File: src/rtl/sudoku_pkg.sv
// Shared types and width helpers for the sudoku board datapath.
package sudoku_pkg;

    typedef enum logic [2:0] {
        StIdle,
        StLoad,
        StPlay,
        StCheck,
        StWon,
        StLost
    } state_e;

    localparam int unsigned PkgBox   = 2;
    localparam int unsigned PkgN     = PkgBox * PkgBox;
    localparam int unsigned PkgCells = PkgN * PkgN;

    function automatic int unsigned calc_n(input int unsigned box);
        return box * box;
    endfunction

    function automatic int unsigned calc_cells(input int unsigned box);
        return (box * box) * (box * box);
    endfunction

    // Value width: must hold 0 (empty) through N.
    function automatic int unsigned calc_vw(input int unsigned n);
        return $clog2(n + 1);
    endfunction

    function automatic int unsigned calc_iw(input int unsigned cells);
        return (cells < 2) ? 1 : $clog2(cells);
    endfunction

    // Counter width for a down-counter starting at m; never narrower than one bit.
    function automatic int unsigned calc_cw(input int unsigned m);
        return (m < 1) ? 1 : $clog2(m + 1);
    endfunction

endpackage

File: src/rtl/sudoku_checker.sv
// Serial solution checker: scans one cell per cycle and flags any user/solution mismatch.
module sudoku_checker #(
    parameter int unsigned Cells = 16,
    parameter int unsigned Iw    = 4,
    parameter int unsigned Vw    = 3
) (
    input  logic          clk_i,
    input  logic          rst_i,
    input  logic          start_i,
    output logic [Iw-1:0] scan_idx_o,
    input  logic [Vw-1:0] sol_val_i,
    input  logic [Vw-1:0] usr_val_i,
    output logic          last_o,
    output logic          mismatch_o,
    output logic          done_o
);

    localparam int unsigned   Cw      = $clog2(Cells + 1);
    localparam logic [Iw-1:0] LastIdx = Iw'(Cells - 1);

    logic          active_q, active_d;
    logic [Iw-1:0] idx_q, idx_d;
    logic [Cw-1:0] cnt_q, cnt_d;
    logic          done_q, done_d;
    logic          cur_mis;

    // An empty user cell is always wrong, even against an unloaded solution cell.
    assign cur_mis    = active_q && ((usr_val_i != sol_val_i) || (usr_val_i == '0));
    assign last_o     = active_q && (idx_q == LastIdx);
    // Includes the cell under scan so the verdict is ready on the final scan cycle.
    assign mismatch_o = (cnt_q != '0) || cur_mis;
    assign scan_idx_o = idx_q;
    assign done_o     = done_q;

    always_comb begin
        active_d = active_q;
        idx_d    = idx_q;
        cnt_d    = cnt_q;
        done_d   = last_o;
        if (start_i) begin
            active_d = 1'b1;
            idx_d    = '0;
            cnt_d    = '0;
        end else if (active_q) begin
            cnt_d = cnt_q + Cw'(cur_mis);
            if (last_o) begin
                active_d = 1'b0;
            end else begin
                idx_d = idx_q + 1'b1;
            end
        end
    end

    always_ff @(posedge clk_i) begin
        if (rst_i) begin
            active_q <= 1'b0;
            idx_q    <= '0;
            cnt_q    <= '0;
            done_q   <= 1'b0;
        end else begin
            active_q <= active_d;
            idx_q    <= idx_d;
            cnt_q    <= cnt_d;
            done_q   <= done_d;
        end
    end

endmodule

File: src/rtl/sudoku_board_dp.sv
// Sudoku board datapath: solution/given/user storage, game FSM and write/hint arbitration.
// Hint reveal is built only when SUDOKU_HINT_EN is defined; otherwise hints_left reads 0.
module sudoku_board_dp
    import sudoku_pkg::*;
#(
    parameter int unsigned  BOX       = 2,
    parameter int unsigned  MAX_TRIES = 3,
    parameter int unsigned  HINTS     = 2,
    localparam int unsigned N         = calc_n(BOX),
    localparam int unsigned CELLS     = calc_cells(BOX),
    localparam int unsigned VW        = calc_vw(N),
    localparam int unsigned IW        = calc_iw(CELLS),
    localparam int unsigned TW        = calc_cw(MAX_TRIES),
    localparam int unsigned HW        = calc_cw(HINTS)
) (
    input  logic             clka,
    input  logic             restart,
    input  logic             load_valid,
    output logic             load_ready,
    input  logic [IW-1:0]    load_idx,
    input  logic [VW-1:0]    load_val,
    input  logic             load_given,
    input  logic             load_last,
    input  logic             wr_en,
    input  logic [IW-1:0]    wr_idx,
    input  logic [VW-1:0]    wr_val,
    output logic             wr_err,
    input  logic             check_req,
    input  logic             try_again,
    input  logic             hint_req,
    input  logic [IW-1:0]    hint_idx,
    output logic [HW-1:0]    hints_left,
    input  logic [IW-1:0]    rd_idx,
    output logic [VW-1:0]    rd_user,
    output logic             rd_given,
    output logic [CELLS-1:0] fill_flag,
    output logic             busy,
    output logic             check_done,
    output logic             solved,
    output logic             game_over,
    output logic [TW-1:0]    tries_left
);

    localparam logic [IW:0]   CellsX   = CELLS[IW:0];
    localparam logic [VW-1:0] MaxVal   = VW'(N);
    localparam logic [TW-1:0] TriesRst = TW'(MAX_TRIES);

    state_e        state_q, state_d;
    logic [VW-1:0] sol_q [CELLS];
    logic [VW-1:0] sol_d [CELLS];
    logic [VW-1:0] usr_q [CELLS];
    logic [VW-1:0] usr_d [CELLS];
    logic          giv_q [CELLS];
    logic          giv_d [CELLS];
    logic [TW-1:0] tries_q, tries_d;
    logic          wr_err_q, wr_err_d;

    logic          load_fire;
    logic          load_in_rng, wr_in_rng, rd_in_rng;
    logic          wr_ok;
    logic          hint_take;
    logic          chk_start, chk_last, chk_mis, chk_done;
    logic [IW-1:0] chk_idx;
    logic [VW-1:0] chk_sol, chk_usr;

    assign load_ready  = (state_q == StIdle) || (state_q == StLoad);
    assign load_fire   = load_valid && load_ready;
    assign load_in_rng = {1'b0, load_idx} < CellsX;
    assign wr_in_rng   = {1'b0, wr_idx} < CellsX;
    assign rd_in_rng   = {1'b0, rd_idx} < CellsX;
    assign wr_ok       = wr_in_rng && !giv_q[wr_idx] && (wr_val <= MaxVal);

`ifdef SUDOKU_HINT_EN
    logic [HW-1:0] hints_q, hints_d;
    logic          hint_ok;

    assign hint_ok    = ({1'b0, hint_idx} < CellsX) && !giv_q[hint_idx] && (hints_q != '0);
    assign hint_take  = (state_q == StPlay) && hint_req && hint_ok;
    assign hints_left = hints_q;

    always_comb begin
        hints_d = hints_q;
        if (hint_take) begin
            hints_d = hints_q - 1'b1;
        end
    end

    // Hints survive try_again; only restart refills them.
    always_ff @(posedge clka) begin
        if (restart) begin
            hints_q <= HW'(HINTS);
        end else begin
            hints_q <= hints_d;
        end
    end
`else
    logic unused_hint;

    assign unused_hint = ^{hint_req, hint_idx};
    assign hint_take   = 1'b0;
    assign hints_left  = '0;
`endif

    always_comb begin
        state_d   = state_q;
        sol_d     = sol_q;
        giv_d     = giv_q;
        usr_d     = usr_q;
        tries_d   = tries_q;
        wr_err_d  = 1'b0;
        chk_start = 1'b0;
        unique case (state_q)
            StIdle, StLoad: begin
                wr_err_d = wr_en;
                if (load_fire) begin
                    if (load_in_rng) begin
                        sol_d[load_idx] = load_val;
                        giv_d[load_idx] = load_given;
                        usr_d[load_idx] = load_given ? load_val : '0;
                    end
                    state_d = load_last ? StPlay : StLoad;
                end
            end
            StPlay: begin
                if (hint_take) begin
                    usr_d[hint_idx] = sol_q[hint_idx];
                    giv_d[hint_idx] = 1'b1;
                end
                // A hint to the same cell outranks the user write.
                if (wr_en) begin
                    if (wr_ok && !(hint_take && (wr_idx == hint_idx))) begin
                        usr_d[wr_idx] = wr_val;
                    end else begin
                        wr_err_d = 1'b1;
                    end
                end
                if (check_req) begin
                    state_d   = StCheck;
                    chk_start = 1'b1;
                end
            end
            StCheck: begin
`ifdef SUDOKU_HINT_EN
                wr_err_d = wr_en || hint_req;
`else
                wr_err_d = wr_en;
`endif
                if (chk_last) begin
                    if (!chk_mis) begin
                        state_d = StWon;
                    end else begin
                        tries_d = tries_q - 1'b1;
                        state_d = (tries_q == TW'(1)) ? StLost : StPlay;
                    end
                end
            end
            StWon: begin
                wr_err_d = wr_en;
            end
            StLost: begin
                wr_err_d = wr_en;
                if (try_again) begin
                    for (int i = 0; i < CELLS; i++) begin
                        if (!giv_q[i]) begin
                            usr_d[i] = '0;
                        end
                    end
                    tries_d = TriesRst;
                    state_d = StPlay;
                end
            end
            default: state_d = StIdle;
        endcase
    end

    always_ff @(posedge clka) begin
        if (restart) begin
            state_q  <= StIdle;
            sol_q    <= '{default: '0};
            usr_q    <= '{default: '0};
            giv_q    <= '{default: 1'b0};
            tries_q  <= TriesRst;
            wr_err_q <= 1'b0;
        end else begin
            state_q  <= state_d;
            sol_q    <= sol_d;
            usr_q    <= usr_d;
            giv_q    <= giv_d;
            tries_q  <= tries_d;
            wr_err_q <= wr_err_d;
        end
    end

    assign chk_sol = sol_q[chk_idx];
    assign chk_usr = usr_q[chk_idx];

    sudoku_checker #(
        .Cells (CELLS),
        .Iw    (IW),
        .Vw    (VW)
    ) u_checker (
        .clk_i      (clka),
        .rst_i      (restart),
        .start_i    (chk_start),
        .scan_idx_o (chk_idx),
        .sol_val_i  (chk_sol),
        .usr_val_i  (chk_usr),
        .last_o     (chk_last),
        .mismatch_o (chk_mis),
        .done_o     (chk_done)
    );

    always_comb begin
        fill_flag = '0;
        for (int i = 0; i < CELLS; i++) begin
            fill_flag[i] = (usr_q[i] != '0);
        end
    end

    assign rd_user    = rd_in_rng ? usr_q[rd_idx] : '0;
    assign rd_given   = rd_in_rng ? giv_q[rd_idx] : 1'b0;
    assign wr_err     = wr_err_q;
    assign busy       = (state_q == StLoad) || (state_q == StCheck);
    assign check_done = chk_done;
    assign solved     = (state_q == StWon);
    assign game_over  = (state_q == StLost);
    assign tries_left = tries_q;

endmodule
File: config.mk
export PLATFORM = sky130hd
export DESIGN_NAME = sudoku_board_dp
export DESIGN_NICKNAME = d
export VERILOG_FILES = /design/src/rtl/sudoku_pkg.sv /design/src/rtl/sudoku_checker.sv /design/src/rtl/sudoku_board_dp.sv
export SDC_FILE = /design/constraint.sdc
export NUM_CORES = 1
export LEC_CHECK = 0
export ABC_AREA = 1
export BUFFER_PORTS_ARGS = -buffer_cell sky130_fd_sc_hd__buf_2
export CAP_MARGIN = 20
export CORE_AREA = 2 2 138 140
export DETAILED_ROUTE_END_ITERATION = 10
export DIE_AREA = 0 0 140 142
export MAX_ROUTING_LAYER = met4
export PLACE_DENSITY = 0.67
export SLEW_MARGIN = 0
export SYNTH_ARGS = -nofsm -noshare
export SYNTH_HDL_FRONTEND = slang
export SYNTH_HIERARCHICAL = 1
export SYNTH_SLANG_ARGS = --single-unit
File: constraint.sdc
create_clock -name clka -period 7.7 [get_ports clka]
set_input_delay 0.385 -clock clka [delete_from_list [all_inputs] [get_ports clka]]
set_output_delay 0.385 -clock clka [all_outputs]
set_load 0.01 [all_outputs]
# Word level (Yosys, flattened, before mapping)
# Index checks and enable logic that the tools add are counted.
dict set report word_totals {
  elab_cells 223
  n_memories 0
  register_bits 129
  in_bits 31
  romBits 0
  ram_bits 0
  out_inout_bits 30
  latch_bits 0
}
dict set report op_classes {
  eq_ne 29
  n_mux 68
  shifts 0
  add_sub_neg 3
  mul 0
  n_lt_le_gt_ge 7
  bitwise_logic 6
  reduce_logical 55
  n_div 0
}
# cell count
set op_table {}
lappend op_table {{$mux 48} 5}
lappend op_table {{$bwmux 48} 3}
lappend op_table {{$pmux 48 s3} 1}
lappend op_table {{$mux 3} 31}
lappend op_table {{$reduce_and 4->1} 17}
lappend op_table {{$reduce_bool 3->1} 17}
lappend op_table {{$ne 2x2->1 const B} 21}
lappend op_table {{$bmux 3 s4} 3}
lappend op_table {{$demux 3 s4} 2}
lappend op_table {{$ge 5x5->1 const B} 4}
lappend op_table {{$not 4->5} 4}
lappend op_table {{$bwmux 16} 1}
lappend op_table {{$pmux 3 s5} 1}
lappend op_table {{$mux 1} 12}
lappend op_table {{$lt 5x1->1 const B} 2}
lappend op_table {{$bmux 1 s4} 2}
lappend op_table {{$mux 2} 4}
lappend op_table {{$eq 3x2->1 const B} 2}
lappend op_table {{$eq 3x3->1 const B} 2}
lappend op_table {{$logic_and 1x1->1} 6}
lappend op_table {{$logic_not 3->1} 2}
lappend op_table {{$add 5x1->5} 1}
lappend op_table {{$reduce_and 5->1} 1}
lappend op_table {{$reduce_bool 5->1} 1}
lappend op_table {{17 further kinds} 23}

# Logic depth before layout (Yosys ltp)
dict set report logic_depth {
  depth_word 11
  depth_mapped 21
}

# Hierarchy
# The synthesis kept the hierarchy.
# module cells_per_inst area_per_inst_um2 n_inst
set modules_own_cells {}
lappend modules_own_cells {sudoku_board_dp 1283 7920.1 1}
lappend modules_own_cells {sudoku_checker 87 574.3 1}

# Worst setup path before layout
# No wires, ideal clock.
dict set report synth_timing {
  path_type {reg2reg}
  startpoint {reg u_checker.idx_q[0], in the netlist u_checker/scan_idx_o[0]}
  endpoint {reg u_checker.cnt_q[1]}
  stages_incl_launch_ff 18
  t_arrival_ps 2567
  synth_period_minus_slack_ps 2687
  required_ps 7581
  path_buffers 2
  setup_time_ps 119
  path_slack_ps 5013
  cell_sequence {dfxtp_1 > clkbuf_1 > clkbuf_1 > o21ai_0 > a21oi_1 > o22ai_1 > o21ai_0 > inv_1 > nand2_1 > nand2_1 > nor2_1 > nand2_1 > nand2_1 > inv_1 > ha_1 > ha_1 > o21ai_0 > a21oi_1}
}
dict set report synth_between {
  elab_chain_cells 8
  elab_cells_between_ends 12
  classes_between {add/sub (1); eq/ne (1); mux (6); bitwise (1); reduce/logical (3)}
}
# item line_no
set synth_rtl {}
lappend synth_rtl {{from (decl)} sudoku_checker.sv:22} ;# logic [Iw-1:0] idx_q, idx_d;
lappend synth_rtl {{from (signal assigned)} sudoku_checker.sv:62} ;# idx_q <= idx_d;
lappend synth_rtl {{$not 4->5 (implied by the code) (*)} sudoku_board_dp.sv:195} ;# assign chk_usr = usr_q[chk_idx];
lappend synth_rtl {{$bmux 3 s4 (*)} sudoku_board_dp.sv:195}
lappend synth_rtl {{$mux 3 (implied by the code) (*) (2 in series)} sudoku_board_dp.sv:195}
lappend synth_rtl {{net chk_usr[1]} sudoku_board_dp.sv:64} ;# logic [VW-1:0] chk_sol, chk_usr;
lappend synth_rtl {{$ne 3x3->1 or $logic_not 3->1 (tied branches)} sudoku_checker.sv:28} ;# assign cur_mis = active_q && ((usr_val_i != sol_val_i) || (usr_val_i == '0));
lappend synth_rtl {{$logic_or 1x1->1 (*)} sudoku_checker.sv:28}
lappend synth_rtl {{$logic_and 1x1->1 (*)} sudoku_checker.sv:28}
lappend synth_rtl {{$add 5x1->5 (*)} sudoku_checker.sv:45} ;# cnt_d = cnt_q + Cw'(cur_mis);
lappend synth_rtl {{to (signal assigned)} sudoku_checker.sv:63} ;# cnt_q <= cnt_d;
lappend synth_rtl {{to (decl)} sudoku_checker.sv:23} ;# logic [Cw-1:0] cnt_q, cnt_d;
# Mark *: on every way through the listed nets, which the timed path passes. The rest lies on a longest branch. The select of a mux whose other input is x is not followed.
# A chain may end at the register's enable or synchronous reset.

# Worst setup path in the final report
dict set report layout_timing {
  startpoint {reg u_checker.idx_q[1], in the netlist u_checker/scan_idx_o[1]}
  endpoint {reg tries_q[1], in the netlist tries_left[1]}
}
dict set report layout_between {
  elab_chain_cells 10
  elab_cells_between_ends 17
  classes_between {eq/ne (4); mux (6); bitwise (1); reduce/logical (6)}
}
# item line_no
set layout_rtl {}
lappend layout_rtl {{$not 4->5 (implied by the code) (*)} sudoku_board_dp.sv:195}
lappend layout_rtl {{$bmux 3 s4 (*)} sudoku_board_dp.sv:195}
lappend layout_rtl {{$mux 3 (implied by the code) (*) (2 in series)} sudoku_board_dp.sv:195}
lappend layout_rtl {{net chk_usr[1]} sudoku_board_dp.sv:64}
lappend layout_rtl {{$ne 3x3->1 or $logic_not 3->1 (tied branches)} sudoku_checker.sv:28}
lappend layout_rtl {{$logic_or 1x1->1 (*)} sudoku_checker.sv:28}
lappend layout_rtl {{$logic_and 1x1->1 (*)} sudoku_checker.sv:28}
lappend layout_rtl {{$logic_or 1x1->1 (*)} sudoku_checker.sv:31} ;# assign mismatch_o = (cnt_q != '0) || cur_mis;
lappend layout_rtl {{net chk_mis} sudoku_board_dp.sv:62} ;# logic chk_start, chk_last, chk_mis, chk_done;
lappend layout_rtl {{$ne 2x2->1 (no line) (*)} n/a}
lappend layout_rtl {{$reduce_and 4->1 (no line) (*)} n/a}
lappend layout_rtl {{to (signal assigned)} sudoku_board_dp.sv:182} ;# tries_q <= TriesRst;
lappend layout_rtl {{to (signal assigned)} sudoku_board_dp.sv:189} ;# tries_q <= tries_d;
lappend layout_rtl {{to (decl)} sudoku_board_dp.sv:55} ;# logic [TW-1:0] tries_q, tries_d;
# Marked as above.

==> flow_metrics.env <==
export IMPL_synth_seq_area_share_pct=30.4
export IMPL_grt_overflow=0
export IMPL_viasPerCell=5.71
export IMPL_period_minus_slack_ps=3510
export IMPL_wirelength_um=27700
export IMPL_cp_arrival_ps=3790
export IMPL_grt_use_met1_pct=37.3
export IMPL_wl_per_cell_um=17.1
export IMPL_synthFlopType="dfxtp_1"
export IMPL_grt_busiest_layer="met2"
export IMPL_met3_usage_pct=5.99
export IMPL_via_count=9254
export IMPL_required_ps=7980
export IMPL_violations="DRC"
export IMPL_hpwl_um=19700
export IMPL_die_x_um=140
export IMPL_r2r_cells=18
export IMPL_synthesis_area_um2=8490
export IMPL_cp_end_kind="flip-flop"
export IMPL_clock_skew_ps=7.97
export IMPL_dieArea_um2=19900
export IMPL_ant_nets=0
export IMPL_cts_max_level=4
export IMPL_setup_viol=0
export IMPL_die_h_um=142
export IMPL_postSynthCellCount=1370
export IMPL_finish_utilization_pct=50.5
export IMPL_slew_headroom_pct=34.3
export IMPL_ys_warnings_count=6
export IMPL_place_congestion=0.958
export IMPL_async_flop_share_pct=0
export IMPL_synth_area_leaders="dfxtp_1 30%, o21ai_0 14%, a21oi_1 10%"
export IMPL_synth_seq_cells=129
export IMPL_dr_pass1_iters=9
export IMPL_diodes=0
export IMPL_syn_area_per_cell_um2=6.20
export IMPL_synth_largest_area_cell="dfxtp_1"
export IMPL_maxSlewViolCount=0
export IMPL_area_growth_pct=9.68
export IMPL_io_buffers=53
export IMPL_synth_edff_count=0
export IMPL_cp_max_fo=26
export IMPL_synth_distinct_cells=42
export IMPL_max_freq_mhz=285
export IMPL_io_pins=61
export IMPL_cts_resized_gates=0
export IMPL_crit_path_start_kind="flip-flop"
export IMPL_hold_buffers=0
export IMPL_hp_class="in -> reg"
export IMPL_regArea_um2=2580
export IMPL_use_met2_pct=44.5
export IMPL_fillers=1941
export IMPL_cts_buffer_depth=2
export IMPL_post_route_period_util_pct=45.6
export IMPL_nets=1410
export IMPL_drc=7
export IMPL_hold_violations=0
export IMPL_crit_type="reg -> reg"
export IMPL_drive_above_1_share_pct=9.15
export IMPL_holdWs_ps=236
export IMPL_antenna_found_initial=0
export IMPL_multi_input_area_um2=4910
export IMPL_numCtsBuffers=17
export IMPL_drtIter0Drc=1099
export IMPL_cts_tree="built"
export IMPL_rsz0062_at_grt="no"
export IMPL_hold_depth=3
export IMPL_post_cts_setup_buffers=0
export IMPL_clk_pin_slew_worst_paths_ps=60
export IMPL_initial_core_util_pct=46.0
export IMPL_tightest_slew_ps=985
export IMPL_rows=50
export IMPL_coreArea_um2=18500
export IMPL_synth_top_cell_area_share_pct=30.4
export IMPL_clkLatencyLatePin_ps=430
export IMPL_peakVddDrop_mv=0.160
export IMPL_grt_pass1_wl_um=43700
export IMPL_cts_root_buf="clkbuf_16"
export IMPL_synthMostInstantiatedCell="o21ai_0"
export IMPL_leakagePower_uw=0.00362
export IMPL_p_per_area_nw_per_um2=319
export IMPL_maxCapViolations=0
export IMPL_outcome="finished with violations"
export IMPL_ys_top_cells_by_count="235 x o21ai_0, 211 x nor2_1, 189 x nand2_1, 178 x a21oi_1, 167 x inv_1"
export IMPL_grt_max_degree=97
export IMPL_grt_total_usage_pct=28.9
export IMPL_tns_ps=0
export IMPL_first_global_vias=8109
export IMPL_cts_sinks=129
## final cells by class
type / count / area share, %
Multi-Input combinational cell: 995 / 52.7
Sequential cell: 129 / 27.7
Inverter: 175 / 7.08
Clock buffer: 17 / 4.57
Timing Repair Buffer: 57 / 3.17
Tap cell: 234 / 3.14
Clock inverter: 15 / 1.58
## worst max-delay path, cell delays in order, from the launching register on
cell      delay [ps]
dfxtp_1          710
buf_4            410
o21ai_0          140
a21oi_1          240
o22ai_1          140
o21ai_0          500
inv_1             80
nand2_1           80
nand2_1           50
nor2_1            90
nand2_1          100
nand2_1           90
nand2_1          110
nand4_1          150
nand2_1           60
nand3_1          130
inv_1             60
o21ai_0           70
o211ai_1         110
## final timing paths
check | endpoint | slack (ps) | from
min reg2reg | sol_q[44] | 460 | sol_q[44]
min | wr_err | 240 | wr_en
max reg2reg | tries_left[1] | 4190 | u_checker/scan_idx_o[1]
max | tries_left[1] | 4190 | u_checker/scan_idx_o[1]
## sequential cells by signal (all words and copies together), names as in the netlist
| name | flops |
|---|---|
| sol_q | 48 |
| usr_q | 48 |
| giv_q | 16 |
| u_checker/cnt_q | 5 |
| u_checker/scan_idx_o | 4 |
| state_q | 3 |
| tries_left | 2 |
| u_checker/active_q | 1 |
| u_checker/done_o | 1 |
| wr_err | 1 |
## metal layers
metal	up-vias	wire, µm	share of wire [%]
met5	-	0	0
met4	0	961	3.5
met2	398	12600	45
met3	73	2350	8.5
met1	4219	11900	43
li1	4564	-	-
## cell families (layout without fill, tap and decap cells)
logic type / count (synthesis) / after routing / share of synthesized area (%)
AO/OA/AOI/OAI: 478 / 478 / 31.3
AND/OR/NAND/NOR: 499 / 499 / 24.4
adder cells (fa/ha/maj): 4 / 4 / 0.589
buffers and inverters: 247 / 264 / 11.8
other: 1 / 2 / 0.0441
flip-flops: 129 / 129 / 30.4
multiplexers: 12 / 12 / 1.41
## through the flow
step / worst slack (ps) / power (µW) / std cells / instance area [µm²]
2_1_floorplan: 5010 / 1840 / 1371 / 8500
3_3_place_gp: 4330 / 2150 / 1590 / 8740
3_5_place_dp: 4330 / 2160 / 1590 / 8740
4_1_cts: 4300 / 2960 / 1622 / 9320
5_1_grt: 3820 / 3170 / 1622 / 9320
6_report: 4190 / 2970 / 1622 / 9320
## power breakdown
part | switching, µW | total, µW | internal [µW]
Combinational | 834 | 1250 | 415
Clock | 347 | 800 | 454
Sequential | 139 | 924 | 785
## cells in the final DEF (no fill, tap or decap), types with 3 or more instances in the layout
master,n
o221ai_1,13
a21oi_1,178
a211oi_2,4
inv_2,7
buf_4,4
dfxtp_1,128
nor3_2,4
mux2i_1,12
o21ai_0,235
nand4_1,3
a211oi_4,4
nand2_1,188
nand3_1,76
or3_1,4
ha_1,4
nor3_1,3
nor2_1,211
a21oi_2,6
buf_2,53
inv_1,166
clkbuf_16,17
a22oi_1,18
o211ai_1,13
inv_6,6
(Power assumes the default switching activity.)
